==> src/rtl/cntr_mon_pkg.sv <==
// Shared types and constants for the limit-counter done monitor.
// Holds the readout FSM encoding, statistic select codes and default width.
package cntr_mon_pkg;

    localparam int NBYTES_DEF = 2;

    localparam logic SEL_EVT = 1'b0;
    localparam logic SEL_PER = 1'b1;

    typedef enum logic [0:0] {
        ST_IDLE = 1'b0,
        ST_SEND = 1'b1
    } state_e;

endpackage

==> src/rtl/cntr_done_monitor_if.sv <==
// Byte readout stream between the done monitor and its downstream consumer.
// A byte moves on any rising edge where out_valid && out_ready; while out_ready is low,
// the master holds out_valid and out_data unchanged, and out_valid never drops before the transfer.
interface cntr_done_monitor_if;

    logic       out_valid;
    logic       out_ready;
    logic [7:0] out_data;

    modport master (
        output out_valid,
        output out_data,
        input  out_ready
    );

    modport slave (
        input  out_valid,
        input  out_data,
        output out_ready
    );

endinterface

==> src/rtl/cntr_mon_ser.sv <==
// Snapshot serializer: captures a statistic in IDLE and streams it LSB-first
// as NBYTES bytes over the valid/ready readout stream.
module cntr_mon_ser
    import cntr_mon_pkg::*;
#(
    parameter int NBYTES = NBYTES_DEF
)(
    input  logic                  clk,
    input  logic                  rst,
    input  logic                  rd_req,
    input  logic [8*NBYTES-1:0]   snap_in,
    cntr_done_monitor_if.master   rd_bus,
    output state_e                state
);

    localparam int CNT_W = 8 * NBYTES;
    localparam int IDX_W = (NBYTES > 1) ? $clog2(NBYTES) : 1;
    localparam logic [IDX_W-1:0] LAST_IDX = IDX_W'(NBYTES - 1);

    logic [CNT_W-1:0] snap;
    logic [IDX_W-1:0] idx;

    always_ff @(posedge clk) begin
        if (rst) begin
            state <= ST_IDLE;
            snap  <= '0;
            idx   <= '0;
        end else begin
            case (state)
                ST_IDLE: begin
                    if (rd_req) begin
                        snap  <= snap_in;
                        idx   <= '0;
                        state <= ST_SEND;
                    end
                end
                ST_SEND: begin
                    if (rd_bus.out_ready) begin
                        if (idx == LAST_IDX) begin
                            state <= ST_IDLE;
                        end else begin
                            // Next byte is always presented from the low lane.
                            snap <= snap >> 8;
                            idx  <= idx + 1'b1;
                        end
                    end
                end
                default: state <= ST_IDLE;
            endcase
        end
    end

    assign rd_bus.out_valid = (state == ST_SEND);
    assign rd_bus.out_data  = snap[7:0];

endmodule

==> src/rtl/cntr_done_monitor.sv <==
// Monitor for the limit counter: wrap-event count, wrap period, sticky overflow,
// registered PWM compare, and a byte readout of either statistic.
module cntr_done_monitor
    import cntr_mon_pkg::*;
#(
    parameter int NBYTES = NBYTES_DEF
)(
    input  logic                clk,
    input  logic                rst,
    input  logic [7:0]          cnt_q,
    input  logic                cnt_done,
    input  logic [7:0]          duty,
    input  logic                clr,
    input  logic                rd_req,
    input  logic                rd_sel,
    cntr_done_monitor_if.master rd_bus,
    output logic                busy,
    output logic                pwm,
    output logic                overflow
);

    localparam int CNT_W = 8 * NBYTES;
    localparam logic [CNT_W-1:0] MAX_V = '1;

    logic [CNT_W-1:0] evt_cnt;
    logic [CNT_W-1:0] period_cnt;
    logic [CNT_W-1:0] last_period;
    logic [CNT_W-1:0] snap_in;
    state_e           state;

    always_ff @(posedge clk) begin
        if (rst) begin
            evt_cnt     <= '0;
            period_cnt  <= '0;
            last_period <= '0;
            overflow    <= 1'b0;
            pwm         <= 1'b0;
        end else begin
            pwm <= (cnt_q < duty);
            if (clr) begin
                evt_cnt     <= '0;
                period_cnt  <= '0;
                last_period <= '0;
                overflow    <= 1'b0;
            end else if (cnt_done) begin
                evt_cnt     <= (evt_cnt == MAX_V) ? MAX_V : evt_cnt + 1'b1;
                last_period <= (period_cnt == MAX_V) ? MAX_V : period_cnt + 1'b1;
                period_cnt  <= '0;
                // Overflow flags the edge on which the count lands on (or stays at) max.
                if (evt_cnt >= MAX_V - 1'b1) begin
                    overflow <= 1'b1;
                end
            end else begin
                period_cnt <= (period_cnt == MAX_V) ? MAX_V : period_cnt + 1'b1;
                if (period_cnt >= MAX_V - 1'b1) begin
                    overflow <= 1'b1;
                end
            end
        end
    end

    // Snapshot takes the pre-edge values; a same-cycle done/clr only moves the live registers.
    assign snap_in = (rd_sel == SEL_PER) ? last_period : evt_cnt;

    cntr_mon_ser #(.NBYTES(NBYTES)) u_ser (
        .clk     (clk),
        .rst     (rst),
        .rd_req  (rd_req),
        .snap_in (snap_in),
        .rd_bus  (rd_bus),
        .state   (state)
    );

    assign busy = (state != ST_IDLE);

endmodule

==> src/flat_wrapper.sv <==
// flat-port wrapper written by rule: the top's interface ports become plain ports
module cntr_done_monitor_flat import cntr_mon_pkg::*;
#(
    parameter int NBYTES = NBYTES_DEF
)
  (clk, rst, cnt_q, cnt_done, duty, clr, rd_req, rd_sel, busy, pwm, overflow, rd_bus_out_valid, rd_bus_out_data, rd_bus_out_ready);
  cntr_done_monitor_if rd_bus_i ();
  input  logic clk;
  input  logic rst;
  input  logic [7:0] cnt_q;
  input  logic cnt_done;
  input  logic [7:0] duty;
  input  logic clr;
  input  logic rd_req;
  input  logic rd_sel;
  output logic busy;
  output logic pwm;
  output logic overflow;
  output wire logic [$bits(rd_bus_i.out_valid)-1:0] rd_bus_out_valid;
  output wire logic [$bits(rd_bus_i.out_data)-1:0] rd_bus_out_data;
  input wire logic [$bits(rd_bus_i.out_ready)-1:0] rd_bus_out_ready;
  assign rd_bus_out_valid = rd_bus_i.out_valid;
  assign rd_bus_out_data = rd_bus_i.out_data;
  assign rd_bus_i.out_ready = rd_bus_out_ready;
  cntr_done_monitor #(.NBYTES(NBYTES)) u_core (.clk(clk), .rst(rst), .cnt_q(cnt_q), .cnt_done(cnt_done), .duty(duty), .clr(clr), .rd_req(rd_req), .rd_sel(rd_sel), .rd_bus(rd_bus_i), .busy(busy), .pwm(pwm), .overflow(overflow));
endmodule
==> config.mk <==
export PLATFORM = sky130hd
export DESIGN_NAME = cntr_done_monitor_flat
export DESIGN_NICKNAME = d
export VERILOG_FILES = /design/src/rtl/cntr_mon_pkg.sv /design/src/rtl/cntr_done_monitor_if.sv /design/src/rtl/cntr_mon_ser.sv /design/src/rtl/cntr_done_monitor.sv /design/src/flat_wrapper.sv
export SDC_FILE = /design/constraint.sdc
export NUM_CORES = 1
export LEC_CHECK = 0
export BUFFER_PORTS_ARGS = -buffer_cell sky130_fd_sc_hd__buf_2
export CAP_MARGIN = 20
export CORE_AREA = 2 2 58 102
export DETAILED_ROUTE_END_ITERATION = 10
export DIE_AREA = 0 0 60 104
export GPL_ROUTABILITY_DRIVEN = 0
export PLACE_DENSITY = 0.93
export SKIP_LAST_GASP = 1
export SYNTH_ARGS = -nofsm -noshare
export SYNTH_HDL_FRONTEND = slang
export SYNTH_SLANG_ARGS = --single-unit
==> constraint.sdc <==
create_clock -name clk -period 3.05 [get_ports clk]
set_input_delay 0.305 -clock clk [delete_from_list [all_inputs] [get_ports clk]]
set_output_delay 0.305 -clock clk [all_outputs]
set_load 0.02 [all_outputs]
# Yosys cells after proc, flatten, opt, wreduce, memory -nomap -nowiden
# Cells that the tools add are included.
[totals]
reg_bits = 68
output_inout_bits = 12
wordCells = 45
[op_classes]
addsub = 3
order_cmp = 3
n_eq_ne = 6
muxes = 18
bitwise_logic = 1
reduce_logical = 6
[ops]
columns = ["operator", "n"]
rows = [
  ["16-bit two-way mux", 6],
  ["16-bit by 1-bit adder with 16-bit output, second input constant", 2],
  ["16-bit == test, second input constant", 2],
  ["16-bit greater-or-equal comparator, second input constant", 2],
  ["16-bit case mux with 2 select lines", 1],
  ["1-bit two-way mux", 9],
  ["8-bit less-than comparator", 1],
  ["2-bit inequality test, second input constant", 3],
  ["1-bit case mux with 2 select lines", 2],
  ["2-bit AND reduction", 2],
  ["3-bit AND reduction", 1],
  ["3-bit OR reduction", 1],
  ["2-bit by 1-bit inequality test with 1-bit output, second input constant", 1],
  ["2-bit nonzero test", 1],
  ["2-bit OR reduction", 1],
  ["1-bit adder, second input constant", 1],
  ["1-bit inverter", 1],
]

# Longest topological paths before layout
# Gate-level depths: netlist (run 1).
[depth]
ltp_word = 4
ltp_mapped = 7
mapped_depth_nobuf = 6

# By module
# A second synthesis (run 1) with hierarchy kept.
[hier_totals]
hier_cells = 370
area_unflattened_um2 = 3365.7
[by_module_without_submodules]
columns = ["module", "instances", "cells_per_inst", "area_each_um2"]
rows = [
  ["cntr_done_monitor", 1, 295, 2539.9],
  ["cntr_mon_ser", 1, 75, 825.8],
]

# Worst setup path before layout (run 1)
# Ideal clock, no wire load.
[synth_path]
path_type = "reg-to-reg"
startpoint = "register u_core.period_cnt[0]"
endpoint = "register u_core.last_period[14]"
setup_ps = 128
arrival_time_ps = 1460
required_ps = 2922
setup_slack_ps = 1462
stages_incl_launch_ff = 7
n_path_buf = 0
path_cell_list = "dfxtp_1 -> ha_1 -> nand3_4 -> nor4_1 -> mux2_2 -> mux2i_1 -> nor2_1"
[synth_via]
elab_chain_len = 2
[synth_lines]
columns = ["element", "line", "source"]
rows = [
  ["from (decl)", "cntr_done_monitor.sv:26", "logic [CNT_W-1:0] period_cnt;"],
  ["from (signal assigned)", "cntr_done_monitor.sv:54", "period_cnt <= (period_cnt == MAX_V) ? MAX_V : period_cnt + 1'b1;"],
  ["16-bit by 1-bit adder with 16-bit output or 16-bit == test (tied branches)", "cntr_done_monitor.sv:47", "last_period <= (period_cnt == MAX_V) ? MAX_V : period_cnt + 1'b1;"],
  ["16-bit two-way mux (*)", "cntr_done_monitor.sv:47", ""],
  ["to (signal assigned)", "cntr_done_monitor.sv:47", ""],
  ["to (decl)", "cntr_done_monitor.sv:27", "logic [CNT_W-1:0] last_period;"],
]
# Every way passes the cells marked *; elsewhere a longest branch is shown, timed or not.
# A chain may end at the register's enable or synchronous reset.

# Worst setup path in the final report (run 1)
[layout_path]
startpoint = "register u_core.period_cnt[0]"
endpoint = "register u_core.last_period[10]"
# Same word-level chain as after synthesis.

==> flow_summary.toml, run 1 <==
[synth]
syn_area_per_cell_um2 = 8.54
syn_nets = 424
netlist-cell-type-count = 47
synth-seq-area-share_pct = 40.9
ys_warn_count = 0
synth_area_leaders = "dfxtp_1 (41%), a21oi_1 (6.5%), mux2i_1 (5.4%), nor2_1 (4.6%), nand2_1 (4.5%)"
ys_seq_elements = 68
synth_top_cell_by_area = "dfxtp_1"
synth_area_um2 = 3330
post-synth-top-area-fraction_pct = 40.9
synthCells = 390

[final_layout]
fill_cells = 437
layout.nets = 441
area_growth_pct = 10.2
regArea_um2 = 1360
drive_gt1_share_pct = 15.3
diodes = 0
multi_input_area_um2 = 1750
final_cells = 488

[place]
dpl_worst_slack_ps = 1070
port_buffers = 34
hpwlAfterDp_um = 5420
post-place-cells = 472

[sta]
hold_viol = 0
slew_violations = 0
setup_viol_count_final = 0
tns_ps = 0
hold_slack_ps = 254
post-route-period-util_pct = 62.7
clock_skew_ps = 9.96
slew_headroom_pct = 51.3
post-route-min-period_ps = 1910
worstMarginPinSlew_ps = 728
fmax_mhz = 523
setup_slack_ps = 1140
rsz0062_at_grt = "no"

[routing]
wl_per_cell_um = 15.1
first_pass_iters = 4
drtIter0Drc = 137
vias_per_cell = 5.76
postRouteAntennaNets = 0
drt_drc_violations_left = 0
postRouteWirelength_um = 7390
vias = 2813

[die]
die_w_um = 60
start_util_pct = 61.1
rows = 36
die_y_um = 104
io_pins = 35
dieArea_um2 = 6240
coreArea_um2 = 5450

[critical_path]
crit_family = "simple AND/OR/NAND/NOR gates"
endpoint_kind = "register"
reg2reg_from = "u_core.period_cnt[0]"
cp_max_fo = 7
start_kind = "register"
crit_start = "u_core.period_cnt[0]"
cp.buffers_inverters = 0
path_cells = "ha_1, nand3_4, nor2_1, and3_1, mux2i_1, a21oi_1"
cp.arrival_ps = 2130
critPathKind = "reg -> reg"
slowest_stage = "dfxtp_1"
slowest_delay_ps = 420
cp_data_required_time_ps = 3270

[grt]
grt_max_degree = 43
grt_antenna_before_repair = 0
grt_pass1_vias = 2734
overflow = 0
track_usage_pct = 25.7
grt_pass1_wl_um = 12300

[pwr]
power_mw = 1.95
p_per_area_nw_per_um2 = 530
cellLeakagePower_nw = 1.43
max-vdd-ir-drop_v = 0.000496

[clocking]
numClockSinks = 68
post_cts_resized = 0
cts_tree = "yes"
cts_hold_buf = 0
insertion_delay_ps = 350
clk_pin_slew_ps = 80
cts-buffers-inserted = 9
htreeDepth = 3
cts_buffer_depth = 2
root_buffer = "clkbuf_8"
postCtsSetupBuffers = 0

[flow_run]
drv_cap = 0

[hold_path]
hold_path_startpoint = "rd_bus_out_ready"
hold_class = "in -> reg"

[run_status]
run_status = "finished clean"
## logic make-up after synthesis
logic type,Yosys count,synth area share (%)
compound gates,91,15.4
xor+xnor,18,4.73
fa+ha+maj,11,4.13
buf+inv,40,6.68
flops,68,40.9
mux,19,5.75
simple gates,143,22.5
## cell usage after synthesis (all sizes together)
| library cell | instances |
|---|---|
| a211oi | 4 |
| and3 | 4 |
| xor2 | 10 |
| nor2 | 41 |
| nand4 | 7 |
| nand3 | 10 |
| xnor2 | 8 |
| a31oi | 9 |
| nor3 | 18 |
| a311oi | 2 |
| buf | 15 |
| mux2 | 1 |
| nand2b | 3 |
| a211o | 1 |
| o211a | 1 |
| o211ai | 2 |
| nor3b | 2 |
| a21oi | 43 |
| nand2 | 41 |
| or2 | 2 |
| a31o | 1 |
| o21ai | 24 |
| and4bb | 1 |
| nand3b | 1 |
| nor4 | 4 |
| or3 | 1 |
| mux2i | 18 |
| ha | 11 |
| o21a | 1 |
| and4 | 7 |
| dfxtp | 68 |
| a21o | 3 |
| clkbuf | 14 |
| and2 | 1 |
| inv | 11 |
## placed cells by master (no fill, tap or decap), types with 4 or more instances in the layout
cell type   n
and3_1      4
nand2_1    40
a21oi_1    43
xor2_1     10
nand3_1     9
nand4_1     5
and4_1      7
inv_1      11
o21ai_0    23
clkbuf_8   10
ha_1       11
nor2_1     41
xnor2_1     8
nor3_1     17
dfxtp_1    68
mux2i_1    18
a211oi_1    4
buf_2      34
a31oi_1     9
## sequential cells by signal (all words and copies together), names as in the netlist
signal / cells
u_core.overflow: 1
u_core.u_ser.snap: 16
u_core.period_cnt: 16
u_core.last_period: 16
u_core.u_ser.idx: 1
u_core.u_ser.rd_bus.out_valid: 1
u_core.evt_cnt: 16
u_core.pwm: 1
## cell type report
| cell class | instances | area share, % |
|---|---|---|
| Inverter | 11 | 1.12 |
| Clock inverter | 6 | 3.03 |
| Multi-Input combinational cell | 282 | 47.6 |
| Tap cell | 76 | 2.59 |
| Clock buffer | 10 | 3.75 |
| Timing Repair Buffer | 35 | 4.84 |
| Sequential cell | 68 | 37.1 |
## worst min-delay path, cell delays in order
cell     delay (ps)
buf_2            90
nand2_1          50
nand2_1          50
a21oi_1          60
## power breakdown
group          leakage [nW]  internal (mW)  switching [mW]
clock                 0.122          0.565           0.350
combinational         0.762         0.0437          0.0787
sequential            0.550          0.900         0.00893
## routing by layer
layer | wire (um) | global-route usage [%] | up-vias
met5 | 0 | 0 | -
met4 | 271 | 14.6 | 0
met3 | 291 | 6.09 | 25
met2 | 4010 | 43.6 | 79
met1 | 2820 | 27.6 | 1307
li1 | - | - | 1402
## stage by stage
step / utilization, % / cell area, um^2
final: 67.4 / 3670
after detailed placement: 62.8 / 3420
after global routing: 67.4 / 3670
after CTS: 67.4 / 3670
after floorplan: - / 3330
after global placement: 62.8 / 3420
## path summary, 6_finish.rpt
path / to / slack (ps) / cells past startpoint
hold reg to reg: u_core.u_ser.snap[0] / 450 / 2
setup / recovery: u_core.last_period[10] / 1140 / 6
setup reg to reg: u_core.last_period[10] / 1140 / 6
hold / removal: u_core.u_ser.rd_bus.out_valid / 250 / 4
No activity file was read; power rests on OpenSTA's default activity.
==> run 2, diff against run 1 <==
--- a/config.mk
+++ b/config.mk
@@ -7,11 +7,11 @@
 export LEC_CHECK = 0
 export BUFFER_PORTS_ARGS = -buffer_cell sky130_fd_sc_hd__buf_2
 export CAP_MARGIN = 20
-export CORE_AREA = 2 2 58 102
+export CORE_AREA = 2 2 61 106
 export DETAILED_ROUTE_END_ITERATION = 10
-export DIE_AREA = 0 0 60 104
+export DIE_AREA = 0 0 63 108
 export GPL_ROUTABILITY_DRIVEN = 0
-export PLACE_DENSITY = 0.93
+export PLACE_DENSITY = 0.86
 export SKIP_LAST_GASP = 1
 export SYNTH_ARGS = -nofsm -noshare
 export SYNTH_HDL_FRONTEND = slang
==> constraint.sdc (replaced) <==
create_clock -name clk -period 2 [get_ports clk]
set_input_delay 0.2 -clock clk [delete_from_list [all_inputs] [get_ports clk]]
set_output_delay 0.2 -clock clk [all_outputs]
set_load 0.02 [all_outputs]
==> run 2 against run 1 <==
Die area rose by 9.0%; utilization is 5.3 points lower; sequential cell count is the same; sequential share of layout area grew 0.20 points; total power is 35% higher; routed wire length grew 1.5%; critical path depth unchanged; via count grew 1.8%; cell count rose by 1.6%; first-iteration DRC count rose by 3.6%; non-clock buffer count is 6 higher; design area fell by 0.55%.
==> flow_summary.toml, run 2 (synthesized netlist as in run 1, its figures left out) <==
[critical_path]
slowest_delay_ps = 470
cp.arrival_ps = 2170
cp_max_fo = 8
crit_top_cell = "and4_1"
crit_start = "u_core.evt_cnt[1]"
start_kind = "register"
slowest_stage = "dfxtp_1"
crit_family = "simple AND/OR/NAND/NOR gates"
critPathKind = "reg -> reg"
reg2reg_from = "u_core.evt_cnt[1]"
endpoint_kind = "register"
path_cells = "ha_1, and4_1, and4_1, nand3_1, nor3b_1, nor3_1"
cp.buffers_inverters = 0
cp_data_required_time_ps = 2220

[place]
post-place-cells = 480
place_area_um2 = 3470
hpwlAfterDp_um = 5510
port_buffers = 34

[die]
start_util_pct = 56.7
rows = 37
die_y_um = 108
die_w_um = 63
dieArea_um2 = 6800
coreArea_um2 = 5880
io_pins = 35

[clocking]
cts_hold_buf = 0
clk_pin_slew_ps = 70
cts_tree = "yes"
numClockSinks = 68
insertion_delay_ps = 350
cts-buffers-inserted = 9
root_buffer = "clkbuf_8"
htreeDepth = 3
post_cts_resized = 0
cts_buffer_depth = 2
postCtsSetupBuffers = 0

[final_layout]
drive_gt1_share_pct = 15.8
diodes = 0
final_common_cell = "dfxtp_1"
finish.instance_area_um2 = 3650
area_growth_pct = 9.61
final_cells = 496
layout.nets = 447
final_cell_mix = "dfxtp_1 (68), a21oi_1 (43), nor2_1 (41), nand2_1 (40), buf_2 (34)"
fill_cells = 511

[routing]
postRouteWirelength_um = 7500
vias = 2863
postRouteAntennaNets = 0
wl_per_cell_um = 15.1
vias_per_cell = 5.77
drtIter0Drc = 142
drt_drc_violations_left = 0
first_pass_iters = 4

[pwr]
cellLeakagePower_nw = 1.44
max-vdd-ir-drop_v = 0.000431
p_per_area_nw_per_um2 = 717

[flow_run]
drv_cap = 0

[sta]
clock_skew_ps = 4.74
setup_viol_count_final = 0
slew_headroom_pct = 65.7
post-route-period-util_pct = 97.3
post-route-min-period_ps = 1950
worstMarginPinSlew_ps = 511
slew_violations = 0
tns_ps = 0
rsz0062_at_grt = "no"
fmax_mhz = 514
hold_viol = 0

[hold_path]
hold_class = "in -> reg"
hold_path_startpoint = "rd_bus_out_ready"

[grt]
grt_antenna_before_repair = 0
track_usage_pct = 24.1
grt_pass1_wl_um = 12600
grt_max_degree = 31
overflow = 0
grt_pass1_vias = 2852

[run_status]
run_status = "finished clean"
-- run 2: area by class of cell --
class                   count  area (um^2)  area share (%)
clock buffers              15          176            4.83
clock inverters             1         5.00           0.137
inverters                  11         41.3            1.13
multi-input cells         282         1750            47.9
flip-flops and latches     68         1360            37.3
well taps                  78         97.6            2.67
repair buffers             41          223            6.10
-- run 2: report_power, final --
| group | switching, mW | leakage [nW] | internal [mW] |
|---|---|---|---|
| sequential | 0.0146 | 0.550 | 1.37 |
| combinational | 0.122 | 0.792 | 0.0711 |
| clock | 0.487 | 0.0937 | 0.551 |
-- run 2: routing by layer --
| metal | vias to the layer above | track usage, % | routed length [um] |
|---|---|---|---|
| li1 | 1408 | - | - |
| met1 | 1329 | 22.7 | 2770 |
| met2 | 92 | 43.3 | 3920 |
| met3 | 34 | 6.56 | 348 |
| met4 | 0 | 19.0 | 461 |
| met5 | - | 0 | 0 |
-- run 2: final timing paths --
kind | endpoint | slack [ps] | cells after the start
hold reg to reg | u_core.u_ser.snap[0] | 450 | 2
setup / recovery | u_core.evt_cnt[14] | 50 | 6
setup reg to reg | u_core.evt_cnt[14] | 50 | 6
hold / removal | u_core.u_ser.rd_bus.out_valid | 150 | 4
-- run 2: through the flow --
step | hold WS [ps] | total power, mW | setup slack [ps] | utilization [%]
after floorplan | 389 | 1.56 | 412 | -
after CTS | 146 | 2.63 | 107 | 62.1
after global placement | 435 | 1.60 | 282 | 59.0
after detailed placement | 440 | 1.61 | 129 | 59.0
after global routing | 153 | 2.72 | 12.1 | 62.1
final | 151 | 2.62 | 53.3 | 62.1
-- run 2: tightest hold or removal path: cells and delay by family --
kind | cells | cell delay, ps
simple gates | 2 | 110
compound gates | 1 | 60
buf+inv | 1 | 90
==> run 3, diff against run 2 <==
--- a/config.mk
+++ b/config.mk
@@ -6,12 +6,11 @@
 export NUM_CORES = 1
 export LEC_CHECK = 0
 export BUFFER_PORTS_ARGS = -buffer_cell sky130_fd_sc_hd__buf_2
-export CAP_MARGIN = 20
-export CORE_AREA = 2 2 61 106
+export CORE_AREA = 2 2 58 102
 export DETAILED_ROUTE_END_ITERATION = 10
-export DIE_AREA = 0 0 63 108
+export DIE_AREA = 0 0 60 104
 export GPL_ROUTABILITY_DRIVEN = 0
-export PLACE_DENSITY = 0.86
+export PLACE_DENSITY = 0.93
 export SKIP_LAST_GASP = 1
 export SYNTH_ARGS = -nofsm -noshare
 export SYNTH_HDL_FRONTEND = slang
==> constraint.sdc (replaced) <==
create_clock -name clk -period 2.53 [get_ports clk]
set_input_delay 0.253 -clock clk [delete_from_list [all_inputs] [get_ports clk]]
set_output_delay 0.253 -clock clk [all_outputs]
set_load 0.02 [all_outputs]
==> run 3 against run 2 <==
Sequential share of layout area about the same; register-to-register slack improved by 630 ps; total power decreased by 14%; critical path depth unchanged; maximum frequency increased by 5.1%; count of clock-buffer cells in the layout decreased by 5; utilization increased by 5.0 points; sequential cell count unchanged; routed wire length increased by 2.9%; first-iteration DRC count increased by 11%; via count increased by 2.0%.
==> flow_summary.toml, run 3 (synthesized netlist as in run 1, its figures left out) <==
[die]
dieArea_um2 = 6240
die_w_um = 60
io_pins = 35
die_y_um = 104
rows = 36
coreArea_um2 = 5450
start_util_pct = 61.1

[routing]
drtIter0Drc = 158
drt_drc_violations_left = 0
vias_per_cell = 5.97
postRouteWirelength_um = 7710
wl_per_cell_um = 15.8
vias = 2921
postRouteAntennaNets = 0
first_pass_iters = 5

[sta]
post-route-period-util_pct = 73.2
hold_viol = 0
fmax_mhz = 540
slew_headroom_pct = 39.5
setup_viol_count_final = 0
tns_ps = 0
slew_violations = 0
worstMarginPinSlew_ps = 904
clock_skew_ps = 13.7
rsz0062_at_grt = "no"
post-route-min-period_ps = 1850
setup_slack_ps = 679

[critical_path]
start_kind = "register"
critPathKind = "reg -> reg"
endpoint_kind = "register"
crit_start = "u_core.period_cnt[0]"
ff2ff_setup_slack_ps = 680
cp_max_fo = 7
regToRegEndpoint = "u_core.last_period[14]"
crit_end = "u_core.last_period[14]"
rr_worst_depth = 6
reg2reg_from = "u_core.period_cnt[0]"
cp_data_required_time_ps = 2770
cp.arrival_ps = 2100

[grt]
track_usage_pct = 26.6
grt_pass1_vias = 2850
grt_max_degree = 38
overflow = 0
grt_pass1_wl_um = 12700
grt_antenna_before_repair = 0

[clocking]
htreeDepth = 3
clk_pin_slew_ps = 80
cts_tree = "yes"
insertion_delay_ps = 360
postCtsSetupBuffers = 0
numClockSinks = 68
cts_hold_buf = 0
cts_buffer_depth = 2
cts-buffers-inserted = 9
root_buffer = "clkbuf_8"
post_cts_resized = 0

[run_status]
run_status = "finished clean"

[final_layout]
post-route-util_pct = 67.1
layout.nets = 442
final_common_cell = "dfxtp_1"
diodes = 0
finish.instance_area_um2 = 3660
final_cells = 489
fill_cells = 443
area_growth_pct = 9.73
drive_gt1_share_pct = 15.5
final_cell_mix = "dfxtp_1 (68), a21oi_1 (43), nor2_1 (41), nand2_1 (40), buf_2 (34)"

[pwr]
cellLeakagePower_nw = 1.43
p_per_area_nw_per_um2 = 616
max-vdd-ir-drop_v = 0.000835

[place]
post-place-cells = 473
port_buffers = 34
place_area_um2 = 3430
hpwlAfterDp_um = 5480
dpl_worst_slack_ps = 751

[flow_run]
drv_cap = 0

[hold_path]
hold_path_startpoint = "cnt_done"
hold_class = "in -> reg"
run 3: cell count changes in the layout (fill, tap and decap cells not counted):
cell | previous run | this run
buf_4 | 7 | 2
clkbuf_1 | 3 | 0
clkbuf_8 | 12 | 10
bufinv_16 | 0 | 2
clkinv_2 | 1 | 2
clkinv_4 | 0 | 2
run 3: worst min-delay path by stage:
stage,depth (start not counted),end,slack (ps)
after floorplan,2,u_core.u_ser.snap[0],430
final,2,u_core.evt_cnt[1],170
after CTS,2,u_core.evt_cnt[1],160
after detailed placement,2,u_core.u_ser.snap[5],440
after global routing,2,u_core.evt_cnt[1],160
after global placement,2,u_core.u_ser.snap[5],430
run 3: stage by stage:
stage          total power [mW]  hold WS (ps)
3_5_place_dp               1.27           442
4_1_cts                    2.26           158
5_1_grt                    2.34           165
6_report                   2.25           170
2_1_floorplan              1.23           432
3_3_place_gp               1.26           435
run 3: routing by layer:
metal,global-route usage (%),wire length (um)
met5,0,0
met1,28.4,2830
met3,7.21,406
met4,11.9,256
met2,46.4,4220
run 3: critical path, cell delays in order, from the launching register on:
cell     delay, ps
dfxtp_1        450
ha_1           280
nand3_4        150
nor4_1         250
mux2_2         390
mux2i_1        160
nor2_1          60
run 3: area by class of cell:
type                    count  area [um^2]  area share, %
inverters                  11         41.3           1.13
well taps                  76         95.1           2.60
clock inverters             6         87.6           2.40
flip-flops and latches     68         1360           37.2
repair buffers             36          185           5.07
multi-input cells         282         1750           47.8
clock buffers              10          138           3.76
run 3: where the power goes:
group | switching (mW) | internal [mW] | total [mW] | leakage [nW]
Combinational | 0.0978 | 0.0539 | 0.152 | 0.767
Sequential | 0.0122 | 1.09 | 1.10 | 0.550
Clock | 0.421 | 0.581 | 1.00 | 0.116
Total | 0.531 | 1.72 | 2.25 | 1.43
